## config.mk

```make
export PLATFORM = sky130hd
export DESIGN_NAME = pwm_demod
export DESIGN_NICKNAME = d
export VERILOG_FILES = /design/src/rtl/sound_pkg.sv /design/src/rtl/sync2.sv /design/src/rtl/pwm_demod.sv
export SDC_FILE = /design/constraint.sdc
export NUM_CORES = 1
export LEC_CHECK = 0
export ABC_CLOCK_PERIOD_IN_PS = 4500
export CAP_MARGIN = 20
export CORE_MARGIN = 2
export CORE_UTILIZATION = 39
export CTS_CLUSTER_DIAMETER = 30
export DETAILED_ROUTE_END_ITERATION = 10
export HOLD_SLACK_MARGIN = 0.08
export PLACE_DENSITY = 0.62
export SYNTH_ARGS = -nofsm -noshare
export SYNTH_HDL_FRONTEND = slang
export SYNTH_SLANG_ARGS = --single-unit
```

## constraint.sdc

```tcl
create_clock -name clk -period 4.5 [get_ports clk]
set_input_delay 0.45 -clock clk [delete_from_list [all_inputs] [get_ports clk]]
set_output_delay 0.45 -clock clk [all_outputs]
set_load 0.005 [all_outputs]
```

## src/rtl/sound_pkg.sv

```systemverilog
// Shared types and default constants for the tone generator / demodulator pair.
// Latency: n/a (declarations only).
// Backpressure: n/a.
package sound_pkg;

    typedef enum logic {
        SEARCH = 1'b0,
        LOCKED = 1'b1
    } demod_state_t;

    localparam int DAC_PERIOD_DEFAULT     = 511;
    localparam int PITCH_BITWIDTH_DEFAULT = 9;
    localparam int TONE_PERIOD_W          = 16;
    localparam int LOSS_FRAMES_DEFAULT    = 16;

endpackage

```

## src/rtl/sync2.sv

```systemverilog
// Two-flop synchronizer for a single asynchronous level into the clk domain.
// Latency: 2 clk cycles from input change to q_o.
// Backpressure: none; pure level follower.
// Ports: clk, rst_n (async active-low, clears to 0), d_i async input, q_o synced output.
module sync2 (
    input  logic clk,
    input  logic rst_n,
    input  logic d_i,
    output logic q_o
);

    logic meta_q;
    logic sync_q;

    always_ff @(posedge clk or negedge rst_n) begin
        if (!rst_n) begin
            meta_q <= 1'b0;
            sync_q <= 1'b0;
        end else begin
            meta_q <= d_i;
            sync_q <= meta_q;
        end
    end

    assign q_o = sync_q;

endmodule

```

## src/rtl/pwm_demod.sv

```systemverilog
// Recovers one signed sample per PWM frame from a pos/neg PWM pair and measures tone period.
// Latency: 2 cycles pin-to-count; sample strobes the cycle after the last frame cycle.
// Backpressure: none; sample_valid/tone_valid are one-cycle strobes that cannot be stalled.
// Ports: clk, reset (async active-low), pwm_pos/pwm_neg async inputs; sample/sample_valid,
//        locked, tone_period/tone_valid, overlap_err (sticky) outputs.
module pwm_demod
    import sound_pkg::*;
#(
    parameter int PITCH_BITWIDTH = PITCH_BITWIDTH_DEFAULT,
    parameter int PERIOD         = DAC_PERIOD_DEFAULT,
    parameter int LOSS_FRAMES    = LOSS_FRAMES_DEFAULT
) (
    input  logic                            clk,
    input  logic                            reset,
    input  logic                            pwm_pos,
    input  logic                            pwm_neg,
    output logic signed [PITCH_BITWIDTH:0]  sample,
    output logic                            sample_valid,
    output logic                            locked,
    output logic [TONE_PERIOD_W-1:0]        tone_period,
    output logic                            tone_valid,
    output logic                            overlap_err
);

    localparam int FC_W  = (PERIOD > 0) ? $clog2(PERIOD + 1) : 1;
    localparam int SIL_W = $clog2(LOSS_FRAMES + 1);
    localparam logic [FC_W-1:0]  FC_LAST  = FC_W'(PERIOD);
    localparam logic [SIL_W-1:0] SIL_LAST = SIL_W'(LOSS_FRAMES - 1);

    logic s_pos, s_neg;
    logic s_pos_dly_q, s_neg_dly_q;

    demod_state_t                   state_q, state_d;
    logic [FC_W-1:0]                fc_q, fc_d;
    logic [PITCH_BITWIDTH-1:0]      pos_cnt_q, pos_cnt_d, neg_cnt_q, neg_cnt_d;
    logic [SIL_W-1:0]               silent_q, silent_d;
    logic signed [PITCH_BITWIDTH:0] sample_q, sample_d;
    logic                           sample_vld_q, sample_vld_d;
    logic [TONE_PERIOD_W-1:0]       frame_ctr_q, frame_ctr_d;
    logic [TONE_PERIOD_W-1:0]       tone_period_q, tone_period_d;
    logic                           tone_vld_q, tone_vld_d;
    logic                           last_neg_q, last_neg_d;
    logic                           seen_q, seen_d;
    logic                           overlap_q, overlap_d;

    sync2 u_sync_pos (.clk(clk), .rst_n(reset), .d_i(pwm_pos), .q_o(s_pos));
    sync2 u_sync_neg (.clk(clk), .rst_n(reset), .d_i(pwm_neg), .q_o(s_neg));

    // Counts including the current cycle, saturating at all-ones.
    logic [PITCH_BITWIDTH-1:0]      pos_inc, neg_inc;
    logic signed [PITCH_BITWIDTH:0] frame_sample;
    logic [TONE_PERIOD_W-1:0]       frame_inc;
    logic                           smp_pos, smp_neg, smp_silent, rise;

    assign pos_inc      = (s_pos && (pos_cnt_q != '1)) ? pos_cnt_q + 1'b1 : pos_cnt_q;
    assign neg_inc      = (s_neg && (neg_cnt_q != '1)) ? neg_cnt_q + 1'b1 : neg_cnt_q;
    assign frame_sample = $signed({1'b0, pos_inc}) - $signed({1'b0, neg_inc});
    assign smp_neg      = frame_sample[PITCH_BITWIDTH];
    assign smp_pos      = !frame_sample[PITCH_BITWIDTH] && (pos_inc != neg_inc);
    assign smp_silent   = (pos_inc == '0) && (neg_inc == '0);
    assign frame_inc    = (frame_ctr_q == '1) ? frame_ctr_q : frame_ctr_q + 1'b1;
    assign rise         = (s_pos && !s_pos_dly_q) || (s_neg && !s_neg_dly_q);

    always_comb begin
        state_d       = state_q;
        fc_d          = fc_q;
        pos_cnt_d     = pos_cnt_q;
        neg_cnt_d     = neg_cnt_q;
        silent_d      = silent_q;
        sample_d      = sample_q;
        sample_vld_d  = 1'b0;
        frame_ctr_d   = frame_ctr_q;
        tone_period_d = tone_period_q;
        tone_vld_d    = 1'b0;
        last_neg_d    = last_neg_q;
        seen_d        = seen_q;
        overlap_d     = overlap_q | (s_pos & s_neg);

        case (state_q)
            SEARCH: begin
                // The detecting cycle is frame cycle 0, so it is counted here.
                if (rise) begin
                    state_d   = LOCKED;
                    fc_d      = FC_W'(1);
                    pos_cnt_d = {{(PITCH_BITWIDTH-1){1'b0}}, s_pos};
                    neg_cnt_d = {{(PITCH_BITWIDTH-1){1'b0}}, s_neg};
                end
            end
            LOCKED: begin
                pos_cnt_d = pos_inc;
                neg_cnt_d = neg_inc;
                if (fc_q == FC_LAST) begin
                    fc_d         = '0;
                    pos_cnt_d    = '0;
                    neg_cnt_d    = '0;
                    sample_d     = frame_sample;
                    sample_vld_d = 1'b1;

                    // Crossing: positive sample after the last nonzero one was negative.
                    if (smp_pos && last_neg_q) begin
                        if (seen_q) begin
                            tone_period_d = frame_inc;
                            tone_vld_d    = 1'b1;
                        end
                        seen_d      = 1'b1;
                        frame_ctr_d = '0;
                    end else begin
                        frame_ctr_d = frame_inc;
                    end
                    if (smp_pos) last_neg_d = 1'b0;
                    if (smp_neg) last_neg_d = 1'b1;

                    if (smp_silent) begin
                        silent_d = silent_q + 1'b1;
                        if (silent_q == SIL_LAST) begin
                            state_d    = SEARCH;
                            silent_d   = '0;
                            last_neg_d = 1'b0;
                            seen_d     = 1'b0;
                        end
                    end else begin
                        silent_d = '0;
                    end
                end else begin
                    fc_d = fc_q + 1'b1;
                end
            end
            default: state_d = SEARCH;
        endcase
    end

    always_ff @(posedge clk or negedge reset) begin
        if (!reset) begin
            s_pos_dly_q   <= 1'b0;
            s_neg_dly_q   <= 1'b0;
            state_q       <= SEARCH;
            fc_q          <= '0;
            pos_cnt_q     <= '0;
            neg_cnt_q     <= '0;
            silent_q      <= '0;
            sample_q      <= '0;
            sample_vld_q  <= 1'b0;
            frame_ctr_q   <= '0;
            tone_period_q <= '0;
            tone_vld_q    <= 1'b0;
            last_neg_q    <= 1'b0;
            seen_q        <= 1'b0;
            overlap_q     <= 1'b0;
        end else begin
            s_pos_dly_q   <= s_pos;
            s_neg_dly_q   <= s_neg;
            state_q       <= state_d;
            fc_q          <= fc_d;
            pos_cnt_q     <= pos_cnt_d;
            neg_cnt_q     <= neg_cnt_d;
            silent_q      <= silent_d;
            sample_q      <= sample_d;
            sample_vld_q  <= sample_vld_d;
            frame_ctr_q   <= frame_ctr_d;
            tone_period_q <= tone_period_d;
            tone_vld_q    <= tone_vld_d;
            last_neg_q    <= last_neg_d;
            seen_q        <= seen_d;
            overlap_q     <= overlap_d;
        end
    end

    assign sample       = sample_q;
    assign sample_valid = sample_vld_q;
    assign locked       = (state_q == LOCKED);
    assign tone_period  = tone_period_q;
    assign tone_valid   = tone_vld_q;
    assign overlap_err  = overlap_q;

endmodule
```

# ---- Yosys cells after proc, flatten, opt, wreduce, memory -nomap -nowiden
# Cells that the tools add are included.
dict set report classes {
  addsub 6
  n_mul 0
  div 0
  order_cmp 0
  eq_ne 7
  shifts 0
  n_mux 33
  bitwise_logic 3
  n_reduce_logical 15
}
# op count
set op_table {}
lappend op_table {{two-way mux 9 bit} 8}
lappend op_table {{case mux 9 bit (2 select lines)} 3}
lappend op_table {{two-way mux 16 bit} 2}
lappend op_table {{adder 9 x 1 -> 9 bit (second input constant)} 3}
lappend op_table {{zero test 9 bit} 2}
lappend op_table {{inequality test 9 bit (second input constant)} 2}
lappend op_table {{two-way mux 1 bit} 17}
lappend op_table {{adder 16 x 1 -> 16 bit (second input constant)} 1}
lappend op_table {{== test 16 bit (second input constant)} 1}
lappend op_table {{two-way mux 5 bit} 2}
lappend op_table {{subtractor 9 x 9 -> 10 bit} 1}
lappend op_table {{== test 9 bit (second input constant)} 1}
lappend op_table {{inequality test 9 bit} 1}
lappend op_table {{logical AND 1 bit} 7}
lappend op_table {{adder 5 x 1 -> 5 bit (second input constant)} 1}
lappend op_table {{== test 5 x 4 -> 1 bit (second input constant)} 1}
lappend op_table {{AND reduction 4 bit} 1}
lappend op_table {{zero test 1 bit} 3}
lappend op_table {{inequality test 2 bit (second input constant)} 1}
lappend op_table {{case mux 1 bit (2 select lines)} 1}
lappend op_table {{AND reduction 2 bit} 1}
lappend op_table {{bitwise AND 1 bit} 1}
lappend op_table {{logical OR 1 bit} 1}
lappend op_table {{NOT 1 bit} 1}
lappend op_table {{OR 1 bit} 1}
dict set report totals {
  register_bits 86
  latch_bits 0
  mem_bits_rw 0
  mem_bits_ro 0
  input_bits 4
  output_inout_bits 30
  mem_count 0
}

# ---- Depth between registers and ports, before layout
# Gate-level depths: netlist (run 1).
dict set report logic_depth {
  depth_word 10
  depth_mapped 18
  depth_no_buf 15
}

# ---- By module
# Synthesis (run 1) repeated with hierarchy kept, for this count alone.
dict set report hier_totals {
  cells_unflattened 509
  area_unflattened_um2 4783.3
}
# mod instances cells_per_inst area_each_um2
set by_module_without_submodules {}
lappend by_module_without_submodules {pwm_demod 1 505 4683.2}
lappend by_module_without_submodules {sync2 2 2 50.0}

# ---- Worst setup path after synthesis (run 1)
# No wires, ideal clock.
dict set report synth_timing {
  path_type {flip-flop to flip-flop}
  startpoint {reg pos_cnt_q[0]}
  endpoint {reg tone_period_q[10] (netlist: tone_period[10])}
  arrival_ps 3941
  required_time_ps 4375
  path_slack_ps 434
  path_stages_with_launch 19
  period_less_slack_ps 4066
  path_cell_list {dfrtp_1 > ha_1 > and3_1 > and3_1 > ha_1 > nor2b_1 > clkbuf_1 > and2_1 > nand3_1 > xnor2_1 > ha_1 > a21o_1 > a311o_1 > nor3_1 > a221oi_1 > and3_1 > buf_6 > buf_12 > mux2_4}
}
dict set report synth_via {
  elab_chain_len 8
}
# element line_no
set synth_rtl {}
lappend synth_rtl {{start, declared} pwm_demod.sv:35} ;# logic [PITCH_BITWIDTH-1:0] pos_cnt_q, pos_cnt_d, neg_cnt_q, neg_cnt_d;
lappend synth_rtl {{start signal, assigned} pwm_demod.sv:154} ;# pos_cnt_q <= pos_cnt_d;
lappend synth_rtl {{branches (longest 2 deep; another with adder 9 x 1 -> 9 bit)} n/a}
lappend synth_rtl {{two-way mux 9 bit *} pwm_demod.sv:55} ;# assign pos_inc = (s_pos && (pos_cnt_q != '1)) ? pos_cnt_q + 1'b1 : pos_cnt_q;
lappend synth_rtl {{subtractor 9 x 9 -> 10 bit} pwm_demod.sv:57} ;# assign frame_sample = $signed({1'b0, pos_inc}) - $signed({1'b0, neg_inc});
lappend synth_rtl {{zero test 1 bit} pwm_demod.sv:59} ;# assign smp_pos = !frame_sample[PITCH_BITWIDTH] && (pos_inc != neg_inc);
lappend synth_rtl {{logical AND 1 bit *} pwm_demod.sv:59}
lappend synth_rtl {{logical AND 1 bit *} pwm_demod.sv:100} ;# if (smp_pos && last_neg_q) begin
lappend synth_rtl {{AND reduction 4 bit (no line) *} n/a}
lappend synth_rtl {{end signal, assigned} pwm_demod.sv:160} ;# tone_period_q <= tone_period_d;
lappend synth_rtl {{end, declared} pwm_demod.sv:40} ;# logic [TONE_PERIOD_W-1:0] tone_period_q, tone_period_d;
# Mark *: on every way between the ends.
# A chain may end at the register's enable or synchronous reset.

# ---- Worst setup path after layout (run 1)
dict set report layout_timing {
  startpoint {reg pos_cnt_q[0]}
  endpoint {reg tone_period_q[9] (netlist: tone_period[9])}
}
# The elaborated chain is that of the path after synthesis.

==> results of run 1 <==
worst max path at each step:
| stage | start | endpoint | depth (start not counted) |
|---|---|---|---|
| final | pos_cnt_q[0]$_DFFE_PN0P_ | tone_period[9]$_DFFE_PN0P_ | 14 |
| after global placement | neg_cnt_q[0]$_DFFE_PN0P_ | tone_period[6]$_DFFE_PN0P_ | 15 |
| after floorplan | pos_cnt_q[0]$_DFFE_PN0P_ | tone_period[10]$_DFFE_PN0P_ | 18 |
| after detailed placement | neg_cnt_q[0]$_DFFE_PN0P_ | tone_period[5]$_DFFE_PN0P_ | 15 |
| after global routing | pos_cnt_q[0]$_DFFE_PN0P_ | frame_ctr_q[8]$_DFFE_PN0P_ | 15 |
| after CTS | neg_cnt_q[0]$_DFFE_PN0P_ | tone_period[5]$_DFFE_PN0P_ | 15 |
power by group through the flow:
stage               logic, mW  clock network [mW]  registers, mW
floorplan               0.788                   0          0.919
global placement        0.933                   0          0.974
detailed placement      0.959                   0          0.979
CTS                     0.967               0.735          0.964
global route             1.08               0.770          0.983
finish                  0.981               0.708          0.967
flip-flops by register name (all words and copies together) (netlist names), 5 cells and up:
register	count
fc_q	9
sample	10
frame_ctr_q	16
pos_cnt_q	9
silent_q	5
tone_period	16
neg_cnt_q	9
synth_stat cells, types with 14 or more instances:
cell      count
ha_1         16
o21ai_0      40
and3_1       14
nor3_1       18
xnor2_1      20
nor2_1       40
dfrtp_1      86
nand2_1      60
a21oi_1      20
clkbuf_1     18
nand3_1      16
per-stage QoR:
stage               area (sq um)  hold slack, ps
floorplan                   4974           154.4
CTS                         5772           95.47
detailed placement          5483           341.2
global placement            5483           340.0
finish                      5774           81.68
global route                5774           107.1
layer usage:
metal | track usage, % | up-vias
met2 | 27.71 | 97
met5 | 0 | -
met3 | 3.913 | 30
met4 | 6.745 | 0
li1 | - | 1963
met1 | 22.86 | 1935
layout make-up:
type | instances | area [sq um] | share of cell area [%]
Timing Repair Buffer | 42 | 407.9 | 7.064
Clock buffer | 14 | 274.0 | 4.745
Inverter | 13 | 48.80 | 0.8451
Tap cell | 172 | 215.2 | 3.727
Clock inverter | 2 | 15.01 | 0.2600
Multi-Input combinational cell | 398 | 2661 | 46.09
Sequential cell | 86 | 2152 | 37.27
cells by family (layout without fill, tap and decap cells):
family | Yosys count | after routing | synth area share, %
flops | 86 | 86 | 43.27
xor+xnor | 32 | 32 | 5.635
fa+ha+maj | 17 | 17 | 4.428
simple gates | 194 | 194 | 19.57
buf+inv | 38 | 71 | 3.497
compound gates | 132 | 132 | 18.09
mux | 23 | 23 | 5.510
cells in the final DEF, fill, tap and decap left out, types with 16 or more instances in the layout:
cell and instances:
nand2_1 60, nand3_1 16, nor3_1 17, dfrtp_1 86
ha_1 16, a21oi_1 20, o21ai_0 40, clkdlybuf4s50_1 32
xnor2_1 20, nor2_1 40
worst max-delay path, cell delays in order, from the launching register on:
cell	delay, ps
dfrtp_1	450
ha_1	250
and3_1	220
and3_1	200
ha_1	230
and4b_4	380
nand4_1	200
xnor2_1	210
ha_1	390
nand4_1	160
or2_2	360
o311a_1	310
and3_1	210
buf_12	160
mux2_4	300
timing repair:
| action | in CTS | in global routing |
|---|---|---|
| resized for setup | 0 | 1 |
| buffers inserted | 0 | 0 |
| endpoints found under the setup margin | 0 | 15 |
==> results.yml, run 1 <==
status:
  status: "completed"
sta:
  setup_viol_count_final: 0
  report.final.hold_viol_count: 0
  setup_tns_ps: 0
  maxSlewViolCount: 0
  layout_min_cycle_time_ps: 4155
  rsz0062_at_grt: "false"
  fin_crit_sh_pct: 92.33
  max_freq_mhz: 240.7
  max_slew.worst_pin.slew_ps: 1021
  relSlewSlack_pct: 31.70
  worst_slack_ps: 345.2
  finClkSkew_ps: 4.600
run:
  drv_cap: 0
synth:
  synthDistinctLibCells: 70
  synth-seq-cells: 86
  syn_inst: 522
  ys_seq_area_share_pct: 43.27
  syn_avg_cell_area_sq_um: 9.528
  synth_edf_count: 0
  yosysTopAreaCell: "dfrtp_1"
  ys.warnings.count: 0
  synth.area.top_cells: "dfrtp_1, nand2_1, ha_1"
  synthFlopType: "dfrtp_1"
  synth_top_area_share_pct: 43.27
  syn_area_sq_um: 4974
  async_flop_share_pct: 100.0
  synth_nets: 543
detailed_routing:
  drc: 0
  wl_per_cell_microns: 15.29
  drt_iter0_drc: 292
  vias_per_cell: 5.536
  top_layer_used: "met4"
  wl_met1_mm: 5.156
  first_pass_iters: 5
  met2WireLength_mm: 5.196
  ant_nets: 0
  drt-total-wl_mm: 11.11
  dr_wl_met3_microns: 427
  vias: 4025
placement:
  dp.cells: 711
  hpwl_mm: 8.018
  port_buffers: 33
  place_worst_setup_slack_ps: 241.5
  globalplace.congestion: 0.8859
worst_setup_path:
  required_ps: 4720
  crit_fanout: 17
  r2r_end: "tone_period[9]$_DFFE_PN0P_"
  crit_type: "reg -> reg"
  critPathArrivalTime_ps: 4380
  startpoint_type: "flop"
  r2r_start: "pos_cnt_q[0]$_DFFE_PN0P_"
  r2r_slack_ps: 350
  end_kind: "flop"
  worst_r2r_path_depth: 14
global_routing:
  gr-total-overflow: 0
  grtUsageTotal_pct: 17.29
  antenna_found_initial: 0
  grt_pass1_vias: 3825
  grt_pass1_wl_mm: 18.50
  grt_max_degree: 47
die:
  initial_utilization_pct: 39.73
  die_h_microns: 116.9
  ios: 34
  die_x_microns: 116.9
  coreArea_sq_um: 12520
  dieArea_sq_um: 13670
  num_rows: 41
clocking:
  cts_made_buffers: 9
  insertion_delay_ps: 340
  h-tree-depth: 3
  postCtsHoldBufs: 0
  cts_tree: "yes"
  cts_root_buf: "clkbuf_16"
  path_clk_slew_ps: 60
  cts_sinks: 86
  cts_max_path_buffers: 2
power:
  pwr-share-clk_pct: 26.7
  seq_power_share_pct: 36.4
  p_int_mw: 1.683
  p_per_area_nw_per_um2: 460.0
  switching_share_pct: 36.64
  pwr-share-comb_pct: 36.9
  p_leak_nw: 2.479
  p_total_mw: 2.656
  irDropWorstVdd_uv: 265.6
  p_switching_mw: 0.9733
finish:
  area_delta_synth_final_pct: 16.10
  post_route_cells_drive_above_1_share_pct: 10.09
  nets: 571
  instances_no_fill: 727
  antenna_cells: 0
  n_fill_cell: 1212
  final_core_util_pct: 46.13
worst_hold_path:
  hp-class: "in -> async"
Power figures use the tool's default switching activity.
==> run 2, diff against run 1 <==
Settings changed: ABC_CLOCK_PERIOD_IN_PS 4500 to 3400, PLACE_DENSITY 0.62 to 0.64.
Clock period 4.5 ns to 3.4 ns, I/O delays scaled along.
==> run 2 against run 1 <==
  * The flow now finishes with violations (setup timing)
  * Critical path depth rose by 2
  * Flip-flop and latch count is the same
  * Sequential share of layout area decreased by 5.0 points
  * Maximum frequency increased by 14%
  * Sequential power up 23%
  * Design area grew 15%
  * Via count is 7.7% higher
==> results.yml, run 2 (same netlist as run 1, synthesis figures left out) <==
status:
  status: "finished with violations"
  violations: "setup timing"
power:
  p_switching_mw: 1.556
  irDropWorstVdd_uv: 390.5
  switching_share_pct: 35.29
  seq_power_share_pct: 27.1
  p_per_area_nw_per_um2: 661.1
  pwr-share-comb_pct: 50.5
  pwr-share-clk_pct: 22.4
  p_int_mw: 2.853
  p_leak_nw: 2.934
  p_total_mw: 4.409
worst_setup_path:
  crit_fanout: 8
  crit_type: "reg -> reg"
  required_ps: 3660
  path_buf_inv: 2
  max_stage_delay_ps: 390
  critical_path.cell_chain: "ha_2 -> and3_4 -> and3_4 -> ha_4 -> and4b_4 -> nand4_1 -> xnor2_2 -> ha_2 -> a21o_1 -> a311o_1 -> a21oi_2 -> a221oi_2 -> and3_4 -> buf_12 -> buf_6 -> mux2i_1"
  r2r_end: "tone_period[3]$_DFFE_PN0P_"
  startpoint_type: "flop"
  crit_start: "pos_cnt_q[0]$_DFFE_PN0P_"
  cpMostUsedCell: "and3_4"
  worst_r2r_path_depth: 16
  end_kind: "flop"
  crit_family: "simple AND/OR/NAND/NOR gates"
  slowest_stage: "dfrtp_1"
  r2r_start: "pos_cnt_q[0]$_DFFE_PN0P_"
  critPathArrivalTime_ps: 3910
  r2r_slack_ps: -250
finish:
  regArea_sq_um: 2152
  multi_input_area_sq_um: 2879
  instances_no_fill: 808
  final_common_cell: "dfrtp_1"
  design_area_sq_um: 6669
  antenna_cells: 0
  n_fill_cell: 1134
  post_route_cells_drive_above_1_share_pct: 26.89
  nets: 653
  area_delta_synth_final_pct: 34.09
  final_cell_mix: "dfrtp_1, buf_4, nand2_1"
detailed_routing:
  met2WireLength_mm: 6.231
  vias_per_cell: 5.366
  vias: 4336
  top_layer_used: "met4"
  dr_wl_met3_microns: 410
  drt-total-wl_mm: 12.43
  drt_iter0_drc: 211
  ant_nets: 0
  drc: 0
  first_pass_iters: 4
  wl_met1_mm: 5.520
  wl_per_cell_microns: 15.38
placement:
  hpwl_mm: 9.019
  port_buffers: 33
  globalplace.congestion: 0.8683
  place_worst_setup_slack_ps: -314.6
  dp.cells: 784
  place_area_sq_um: 6118
global_routing:
  grt_pass1_vias: 4247
  antenna_found_initial: 0
  grt_max_degree: 61
  grt_pass1_wl_mm: 20.39
  gr-total-overflow: 0
  grtUsageTotal_pct: 19.26
sta:
  rsz0062_at_grt: "true"
  max_freq_mhz: 273.9
  setup_viol_count_final: 34
  layout_min_cycle_time_ps: 3651
  worst_slack_ps: -251.5
  fin_crit_sh_pct: 107.4
  finClkSkew_ps: 5.165
  maxSlewViolCount: 0
  report.final.hold_viol_count: 0
  relSlewSlack_pct: 30.81
  holdWs_ps: 72.40
  max_slew.worst_pin.slew_ps: 1035
die:
  die_h_microns: 116.9
  ios: 34
  dieArea_sq_um: 13670
  initial_utilization_pct: 39.73
  num_rows: 41
  coreArea_sq_um: 12520
  die_x_microns: 116.9
run:
  drv_cap: 0
clocking:
  path_clk_slew_ps: 60
  cts_tree: "yes"
  h-tree-depth: 3
  cts_root_buf: "clkbuf_16"
  cts_sinks: 86
  cts_max_path_buffers: 2
  insertion_delay_ps: 350
  cts_made_buffers: 9
worst_hold_path:
  hp-class: "in -> async"
[run 2: worst max-delay path by stage]
stage / to / cells past startpoint / slack, ps
3_5_place_dp: tone_period[0]$_DFFE_PN0P_ / 15 / -310
6_report: tone_period[3]$_DFFE_PN0P_ / 16 / -250
5_1_grt: tone_period[3]$_DFFE_PN0P_ / 16 / -390
4_1_cts: tone_period[3]$_DFFE_PN0P_ / 16 / -250
2_1_floorplan: tone_period[10]$_DFFE_PN0P_ / 18 / -300
3_3_place_gp: tone_period[15]$_DFFE_PN0P_ / 15 / -240
[run 2: final cells by class]
| class | instances | area share [%] |
|---|---|---|
| clock inverters | 3 | 0.6754 |
| well taps | 172 | 3.227 |
| repair buffers | 124 | 16.23 |
| multi-input cells | 398 | 43.17 |
| clock buffers | 12 | 3.696 |
| flip-flops and latches | 86 | 32.27 |
| inverters | 13 | 0.7317 |
[run 2: per-stage QoR]
stage	util, %	TNS (ps)
floorplan	-	-3273
global placement	48.88	-4661
detailed placement	48.88	-7207
CTS	52.53	-5238
global route	53.28	-11360
finish	53.28	-6624
[run 2: what timing repair did]
item	CTS	global route
pin swaps	25	6
buffers inserted	4	5
hold buffers	0	0
gates cloned	1	0
gates resized for setup	33	15
setup endpoints to repair	35	38
[run 2: worst reg2reg max path, delay by kind of cell, from the launching register on]
kind	cells	cell delay (ps)
simple gates	5	1120
flops	1	390
mux	1	220
xor+xnor	1	220
compound gates	4	770
fa+ha+maj	3	570
buf+inv	2	270
[run 2: power by group through the flow]
stage / sequential [mW] / clock [mW] / combinational, mW
after CTS: 1.19 / 1.01 / 2.04
after global placement: 1.21 / 0 / 1.85
after floorplan: 1.22 / 0 / 1.10
after global routing: 1.21 / 1.06 / 2.43
final: 1.19 / 0.987 / 2.23
after detailed placement: 1.21 / 0 / 1.89
[run 2: metal layers]
layer / vias to the layer above / global-route usage, %
li1: 2122 / -
met1: 2108 / 23.73
met2: 83 / 33.14
met3: 23 / 3.862
met4: 0 / 7.765
met5: - / 0
